--- config.mk ---
export PLATFORM = sky130hd
export DESIGN_NAME = wb_fifo_slave
export DESIGN_NICKNAME = d
export VERILOG_FILES = /design/src/rtl/wb_fifo_pkg.sv /design/src/rtl/sync_fifo_mem.sv /design/src/rtl/wb_fifo_slave.sv
export SDC_FILE = /design/constraint.sdc
export NUM_CORES = 1
export LEC_CHECK = 0
export BUFFER_PORTS_ARGS = -buffer_cell sky130_fd_sc_hd__buf_2
export CAP_MARGIN = 20
export CORE_ASPECT_RATIO = 1.1
export CORE_MARGIN = 1.5
export CORE_UTILIZATION = 65
export DETAILED_ROUTE_END_ITERATION = 8
export GPL_TIMING_DRIVEN = 0
export MAX_ROUTING_LAYER = met4
export PLACE_DENSITY = 0.95
export SKIP_LAST_GASP = 1
export SYNTH_ARGS = -nofsm -noshare
export SYNTH_HDL_FRONTEND = slang
export SYNTH_SLANG_ARGS = --single-unit
--- constraint.sdc ---
create_clock -name wb_clk -period 8.25 [get_ports wb_clk]
set_input_delay 1.65 -clock wb_clk [delete_from_list [all_inputs] [get_ports wb_clk]]
set_output_delay 1.65 -clock wb_clk [all_outputs]
set_load 0.1 [all_outputs]
--- src/rtl/wb_fifo_pkg.sv ---
// Shared definitions for the Wishbone FIFO slave: register offsets, bit indices,
// response FSM states and a byte-lane merge helper.
package wb_fifo_pkg;

  localparam logic [1:0] OFF_DATA   = 2'd0;
  localparam logic [1:0] OFF_STATUS = 2'd1;
  localparam logic [1:0] OFF_CTRL   = 2'd2;
  localparam logic [1:0] OFF_THRESH = 2'd3;

  localparam int unsigned STATUS_EMPTY_BIT = 0;
  localparam int unsigned STATUS_FULL_BIT  = 1;
  localparam int unsigned CTRL_CLEAR_BIT   = 0;
  localparam int unsigned CTRL_IRQ_EN_BIT  = 1;

  typedef enum logic [1:0] {
    IDLE  = 2'd0,
    RESP  = 2'd1,
    FLUSH = 2'd2
  } resp_state_t;

  // Replace only the byte lanes enabled by sel.
  function automatic logic [31:0] apply_sel(input logic [31:0] old_val,
                                            input logic [31:0] new_val,
                                            input logic [3:0]  sel);
    logic [31:0] res;
    res = old_val;
    for (int b = 0; b < 4; b++) begin
      if (sel[b]) begin
        res[b*8 +: 8] = new_val[b*8 +: 8];
      end else begin
        res[b*8 +: 8] = old_val[b*8 +: 8];
      end
    end
    return res;
  endfunction

endpackage

--- src/rtl/sync_fifo_mem.sv ---
// DEPTH x 32 synchronous FIFO storage with push/pop/clear and occupancy flags.
// The head entry is presented combinationally so a pop can capture it on accept.
module sync_fifo_mem #(
  parameter int unsigned DEPTH = 16
) (
  input  logic                     i_clk,
  input  logic                     i_rst_n,
  input  logic                     i_push,
  input  logic                     i_pop,
  input  logic                     i_clear,
  input  logic [31:0]              i_wdata,
  output logic [31:0]              o_head,
  output logic [$clog2(DEPTH):0]   o_count,
  output logic                     o_full,
  output logic                     o_empty
);

  localparam int unsigned AW = $clog2(DEPTH);

  logic [31:0]   r_mem [DEPTH];
  logic [AW-1:0] r_wr_ptr;
  logic [AW-1:0] r_rd_ptr;
  logic [AW:0]   r_count;
  logic          w_do_push;
  logic          w_do_pop;

  assign w_do_push = i_push & ~o_full & ~i_clear;
  assign w_do_pop  = i_pop & ~o_empty & ~i_clear;

  // Storage write; contents need no reset since count gates visibility.
  always_ff @(posedge i_clk) begin
    if (w_do_push) begin
      r_mem[r_wr_ptr] <= i_wdata;
    end
  end

  // Pointers wrap naturally because DEPTH is a power of two.
  always_ff @(posedge i_clk) begin
    if (!i_rst_n || i_clear) begin
      r_wr_ptr <= AW'(0);
      r_rd_ptr <= AW'(0);
      r_count  <= (AW+1)'(0);
    end else begin
      if (w_do_push) begin
        r_wr_ptr <= r_wr_ptr + AW'(1);
      end
      if (w_do_pop) begin
        r_rd_ptr <= r_rd_ptr + AW'(1);
      end
      case ({w_do_push, w_do_pop})
        2'b10:   r_count <= r_count + (AW+1)'(1);
        2'b01:   r_count <= r_count - (AW+1)'(1);
        default: r_count <= r_count;
      endcase
    end
  end

  assign o_head  = r_mem[r_rd_ptr];
  assign o_count = r_count;
  assign o_full  = (r_count == (AW+1)'(DEPTH));
  assign o_empty = (r_count == (AW+1)'(0));

endmodule

--- src/rtl/wb_fifo_slave.sv ---
// Wishbone pipelined slave exposing a 32-bit FIFO as DATA/STATUS/CTRL/THRESH registers.
// Define WB_FIFO_IRQ_EN to enable the threshold interrupt and the THRESH register.
module wb_fifo_slave
  import wb_fifo_pkg::*;
#(
  parameter int unsigned DEPTH     = 16,
  parameter logic [31:0] ADDR_BASE = 32'h4000_0000
) (
  input  logic        wb_clk,
  input  logic        reset,
  input  logic        wb_cyc,
  input  logic        wb_stb,
  input  logic        wb_we,
  input  logic [3:0]  wb_sel,
  input  logic [31:0] wb_adr,
  input  logic [31:0] wb_dat_i,
  output logic [31:0] wb_dat_o,
  output logic        wb_ack,
  output logic        wb_err,
  output logic        wb_stall,
  output logic        irq
);

  localparam int unsigned CW = $clog2(DEPTH) + 1;

  resp_state_t r_state;
  resp_state_t w_state_nxt;

  logic [CW-1:0] w_count;
  logic [7:0]    w_count8;
  logic          w_full;
  logic          w_empty;
  logic [31:0]   w_head;

  logic [1:0]    w_off;
  logic          w_accept;
  logic          w_bad_adr;
  logic          w_bad_op;
  logic          w_error;
  logic          w_ok;
  logic          w_push;
  logic          w_pop;
  logic          w_clear;
  logic          w_ctrl_wr;
  logic [31:0]   w_rdata;
  logic          w_irq_en;
  logic [31:0]   w_thresh;

  logic          r_ack;
  logic          r_err;
  logic [31:0]   r_dat_o;

  sync_fifo_mem #(.DEPTH(DEPTH)) u_fifo (
    .i_clk   (wb_clk),
    .i_rst_n (reset),
    .i_push  (w_push),
    .i_pop   (w_pop),
    .i_clear (w_clear),
    .i_wdata (wb_dat_i),
    .o_head  (w_head),
    .o_count (w_count),
    .o_full  (w_full),
    .o_empty (w_empty)
  );

  assign w_count8 = 8'(w_count);
  assign wb_stall = (r_state == FLUSH);
  assign w_accept = wb_cyc & wb_stb & ~wb_stall;
  assign w_off    = wb_adr[3:2];

  // Address decode and error classification of the current request.
  always_comb begin
    w_bad_adr = (wb_adr[31:4] != ADDR_BASE[31:4]) || (wb_adr[1:0] != 2'b00);
    w_bad_op  = 1'b0;
    case (w_off)
      OFF_DATA: begin
        if (wb_sel != 4'hF) begin
          w_bad_op = 1'b1;
        end else if (wb_we) begin
          w_bad_op = w_full;
        end else begin
          w_bad_op = w_empty;
        end
      end
      OFF_STATUS: w_bad_op = wb_we;
      OFF_CTRL:   w_bad_op = 1'b0;
`ifdef WB_FIFO_IRQ_EN
      OFF_THRESH: w_bad_op = 1'b0;
`else
      OFF_THRESH: w_bad_op = wb_we;
`endif
      default:    w_bad_op = 1'b1;
    endcase
    w_error = w_bad_adr | w_bad_op;
  end

  assign w_ok      = w_accept & ~w_error;
  assign w_push    = w_ok & wb_we & (w_off == OFF_DATA);
  assign w_pop     = w_ok & ~wb_we & (w_off == OFF_DATA);
  assign w_ctrl_wr = w_ok & wb_we & (w_off == OFF_CTRL) & wb_sel[0];
  assign w_clear   = w_ctrl_wr & wb_dat_i[CTRL_CLEAR_BIT];

  // Read-data mux; CLEAR always reads back as zero.
  always_comb begin
    w_rdata = 32'h0;
    case (w_off)
      OFF_DATA:   w_rdata = w_head;
      OFF_STATUS: w_rdata = {16'h0, w_count8, 6'h0, w_full, w_empty};
      OFF_CTRL:   w_rdata = {30'h0, w_irq_en, 1'b0};
      OFF_THRESH: w_rdata = w_thresh;
      default:    w_rdata = 32'h0;
    endcase
  end

  // Response FSM next state; a CLEAR write stalls the bus for one cycle.
  always_comb begin
    w_state_nxt = IDLE;
    case (r_state)
      IDLE, RESP: begin
        if (w_accept && w_clear) begin
          w_state_nxt = FLUSH;
        end else if (w_accept) begin
          w_state_nxt = RESP;
        end else begin
          w_state_nxt = IDLE;
        end
      end
      FLUSH:   w_state_nxt = IDLE;
      default: w_state_nxt = IDLE;
    endcase
  end

  // State and registered bus response; reset drops any pending response.
  always_ff @(posedge wb_clk) begin
    if (!reset) begin
      r_state <= IDLE;
      r_ack   <= 1'b0;
      r_err   <= 1'b0;
      r_dat_o <= 32'h0;
    end else begin
      r_state <= w_state_nxt;
      r_ack   <= w_ok;
      r_err   <= w_accept & w_error;
      r_dat_o <= (w_ok && !wb_we) ? w_rdata : 32'h0;
    end
  end

`ifdef WB_FIFO_IRQ_EN
  logic        r_irq_en;
  logic [31:0] r_thresh;
  logic        r_irq;

  // Control/threshold registers and the level interrupt, one cycle behind count.
  always_ff @(posedge wb_clk) begin
    if (!reset) begin
      r_irq_en <= 1'b0;
      r_thresh <= 32'h0;
      r_irq    <= 1'b0;
    end else begin
      if (w_ctrl_wr) begin
        r_irq_en <= wb_dat_i[CTRL_IRQ_EN_BIT];
      end
      if (w_ok && wb_we && (w_off == OFF_THRESH)) begin
        r_thresh <= apply_sel(r_thresh, wb_dat_i, wb_sel);
      end
      r_irq <= r_irq_en & (9'(w_count) >= {1'b0, r_thresh[7:0]}) & ~w_empty;
    end
  end

  assign w_irq_en = r_irq_en;
  assign w_thresh = r_thresh;
  assign irq      = r_irq;
`else
  assign w_irq_en = 1'b0;
  assign w_thresh = 32'h0;
  assign irq      = 1'b0;
`endif

  assign wb_ack   = r_ack;
  assign wb_err   = r_err;
  assign wb_dat_o = r_dat_o;

endmodule

==> flow_metrics.tcl <==
set metrics [dict create \
    p_leak_nw 7.96 \
    synth_top_area_cell "edfxtp_1" \
    postCtsSetupRepairBufs 0 \
    wl_per_cell_um 35.6 \
    max_cap_violations 0 \
    hold_path.startpoint "r_state[1]$_SDFF_PN0_" \
    clockBufferDepth 3 \
    cts_tree "yes" \
    synth_most_common_cell "edfxtp_1" \
    ys.flop_type "edfxtp_1" \
    cts_htree_levels 2 \
    cts_buffers 52 \
    hold_buffers 0 \
    synth.distinct_cells 48 \
    area_growth_pct 15.7 \
    synth_top_area_share 0.718 \
    max_freq_mhz 176 \
    slew_violations 0 \
    tightestPinTransition_ns 1.07 \
    drtIter0Drc 1815 \
    drt-total-wl_um 57400 \
    port_buffers 106 \
    grt_usage 0.354 \
    clk_latency_ns 0.59 \
    drc 0 \
    final_util 0.765 \
    dp.cells 1506 \
    r2r-end "u_fifo.o_count[4]$_SDFFE_PP0P_" \
    instances_no_fill 1610 \
    hold_violations 0 \
    dr_total_vias 11595 \
    critical-path-top-delay-family "compound AO/OA/AOI/OAI gates" \
    worstReg2RegStart "u_fifo.o_count[0]$_SDFFE_PP0P_" \
    start_kind "input port" \
    synthTopCellsByArea "edfxtp_1 (72%), mux4_2 (17%), dfxtp_1 (5.0%)" \
    rr_worst_depth 16 \
    die_h_um 193 \
    power_density_mw_per_mm2 234 \
    cp_max_fo 10 \
    vias_per_cell 7.20 \
    placementRows 69 \
    yosys-top-cells-count "edfxtp_1 (512), mux4_2 (159), dfxtp_1 (53)" \
    dp_hpwl_um 32100 \
    io_pins 109 \
    cpPeakStageDelay_ns 0.73 \
    synth_edf_count 512 \
    synth-seq-cells 565 \
    max_slew_margin 0.288 \
    endpoint_kind "register" \
    grt_max_degree 25 \
    overflow 0 \
    setup_violations 0 \
    min_period_over_period 0.690 \
    first_pass_iters 5 \
    postSynthAreaPerCell_um2 22.4 \
    detail-route-antenna-nets 0 \
    yosys_warnings 0 \
    worst_ep_required_time_ns 8.72 \
    path_class "in2reg" \
    die_w_um 176 \
    crit_chain "clkbuf_1 -> a211oi_1 -> nand4_1 -> a211oi_1 -> and2_1 -> buf_2 -> buf_2 -> inv_1 -> ha_1 -> clkbuf_1 -> xor2_1 -> ha_1 -> or2_2 -> o22ai_1 -> nand4b_1 -> o31a_1 -> mux2_4" \
    synthArstFlopShare 0 \
    globalplace.congestion 0.805 \
    outcome "completed" \
    crit_arrival_ns 6.16 \
    grt_antenna_before_repair 2 \
    clk_pin_slew_ns 0.06 \
    syn_nets 1036 \
    finalClockSkew_ns 0.0199 \
    worstHoldEndpoint "r_state[0]$_SDFF_PP0_" \
    cpMaxStageDelayCell "a211oi_1" \
    rsz0062_at_grt "no" \
    r2r_slack_ns 3.90 \
    cts-resized-gates 0 \
    min_period_ns 5.69 \
    ys_seq_area_frac 0.768 \
    syn_area_mm2 0.0214 \
    cts_root_buf "clkbuf_16" \
    cts_sinks 565 \
    core_area_mm2 0.0324 \
    grt_pass1_wl_um 81000 \
    path_buf_inv 5 \
    holdWs_ns 0.452 \
    holdPathStages 1 \
    initial_core_util 0.661 \
    final_nets 1218 \
    dieArea_mm2 0.0340 \
    synthCells 956 \
    drive_above_1_share 0.349 \
    hold_class "reg2reg" \
    vdd_drop_max_mv 0.167 \
    grt_pass1_vias 11898 \
]
-- worst max-delay path by stage --
| stage | startpoint | to | slack (ns) | depth (start not counted) |
|---|---|---|---|---|
| after floorplan | wb_adr[2] | u_fifo.r_mem[3][0]$_DFFE_PP_ | 2.75 | 6 |
| after global placement | wb_adr[2] | u_fifo.r_mem[3][20]$_DFFE_PP_ | -0.35 | 6 |
| after detailed placement | wb_adr[2] | u_fifo.o_count[4]$_SDFFE_PP0P_ | 2.10 | 17 |
| after CTS | wb_adr[2] | u_fifo.o_count[4]$_SDFFE_PP0P_ | 2.54 | 17 |
| after global routing | wb_adr[2] | u_fifo.o_count[4]$_SDFFE_PP0P_ | 2.29 | 17 |
| final | wb_adr[2] | u_fifo.o_count[4]$_SDFFE_PP0P_ | 2.56 | 17 |
-- worst register-to-register path, stage by stage (launching register included) --
cell	delay (ns)
dfxtp_1	0.51
nor4_4	0.13
a21o_1	0.20
a211oi_1	0.66
and2_1	0.23
buf_2	0.22
buf_2	0.26
inv_1	0.08
ha_1	0.19
clkbuf_1	0.22
xor2_1	0.20
ha_1	0.28
or2_2	0.30
o22ai_1	0.15
nand4b_1	0.15
o31a_1	0.18
mux2_4	0.30
-- cells in the final DEF, fill, tap and decap left out, types with 7 or more instances in the layout --
cell	n
and3_2	14
inv_1	13
buf_1	8
ha_1	7
edfxtp_1	512
bufinv_16	10
nand3_1	9
nor2b_1	29
nor2_1	25
clkbuf_1	34
mux4_2	159
clkbuf_16	54
buf_12	15
buf_2	121
dfxtp_1	53
-- power breakdown --
group          total [mW]  internal [mW]  switching, mW
Sequential           3.11           3.11       0.000127
Clock                2.63           1.55           1.08
Combinational      0.0622         0.0145         0.0476
Total                5.81           4.68           1.13
-- per-layer routing --
layer / up-vias / global-route usage / share of wire
met5: - / - / 0
met4: 0 / 0.179 / 0.056
met3: 232 / 0.0696 / 0.10
met2: 1042 / 0.564 / 0.51
met1: 5955 / 0.436 / 0.33
li1: 4366 / - / -
-- cell type report --
class / count / area, um^2
inverter: 13 / 48.8
multi-input combinational: 330 / 4730
antenna: 3 / 7.51
fill: 1565 / 7600
clock inverter: 28 / 427
buffer: 48 / 218
tap: 426 / 533
clock buffer: 69 / 1440
timing repair buffer: 128 / 928
sequential: 565 / 16400
-- cells by family (layout without fill, tap and decap cells) --
| kind of cell | count (synthesis) | count (layout) | synth area share |
|---|---|---|---|
| flops | 565 | 565 | 0.768 |
| simple gates | 118 | 118 | 0.0318 |
| other cells | 1 | 4 | 0.000175 |
| buf+inv | 61 | 286 | 0.0124 |
| mux | 165 | 165 | 0.170 |
| compound gates | 29 | 29 | 0.00924 |
| fa+ha+maj | 7 | 7 | 0.00409 |
| xor+xnor | 10 | 10 | 0.00409 |
-- sequential cells by signal, summed over array words and instances (netlist names), named ones only --
name / count
r_state: 2
u_fifo.o_count: 5
u_fifo.r_mem: 512
u_fifo.r_rd_ptr: 4
u_fifo.r_wr_ptr: 4
wb_ack: 1
wb_dat_o: 32
wb_err: 1
-- metrics by stage --
stage / total power [mW] / setup WS (ns) / area [um^2] / setup TNS (ns)
finish: 5.81 / 2.56 / 24800 / 0
global route: 5.91 / 2.29 / 24800 / 0
CTS: 5.79 / 2.54 / 24700 / 0
detailed placement: 3.24 / 2.10 / 22800 / 0
global placement: 3.23 / -0.355 / 22500 / -11.21
floorplan: 3.19 / 2.75 / 21400 / 0
Power figures use the tool's default switching activity.
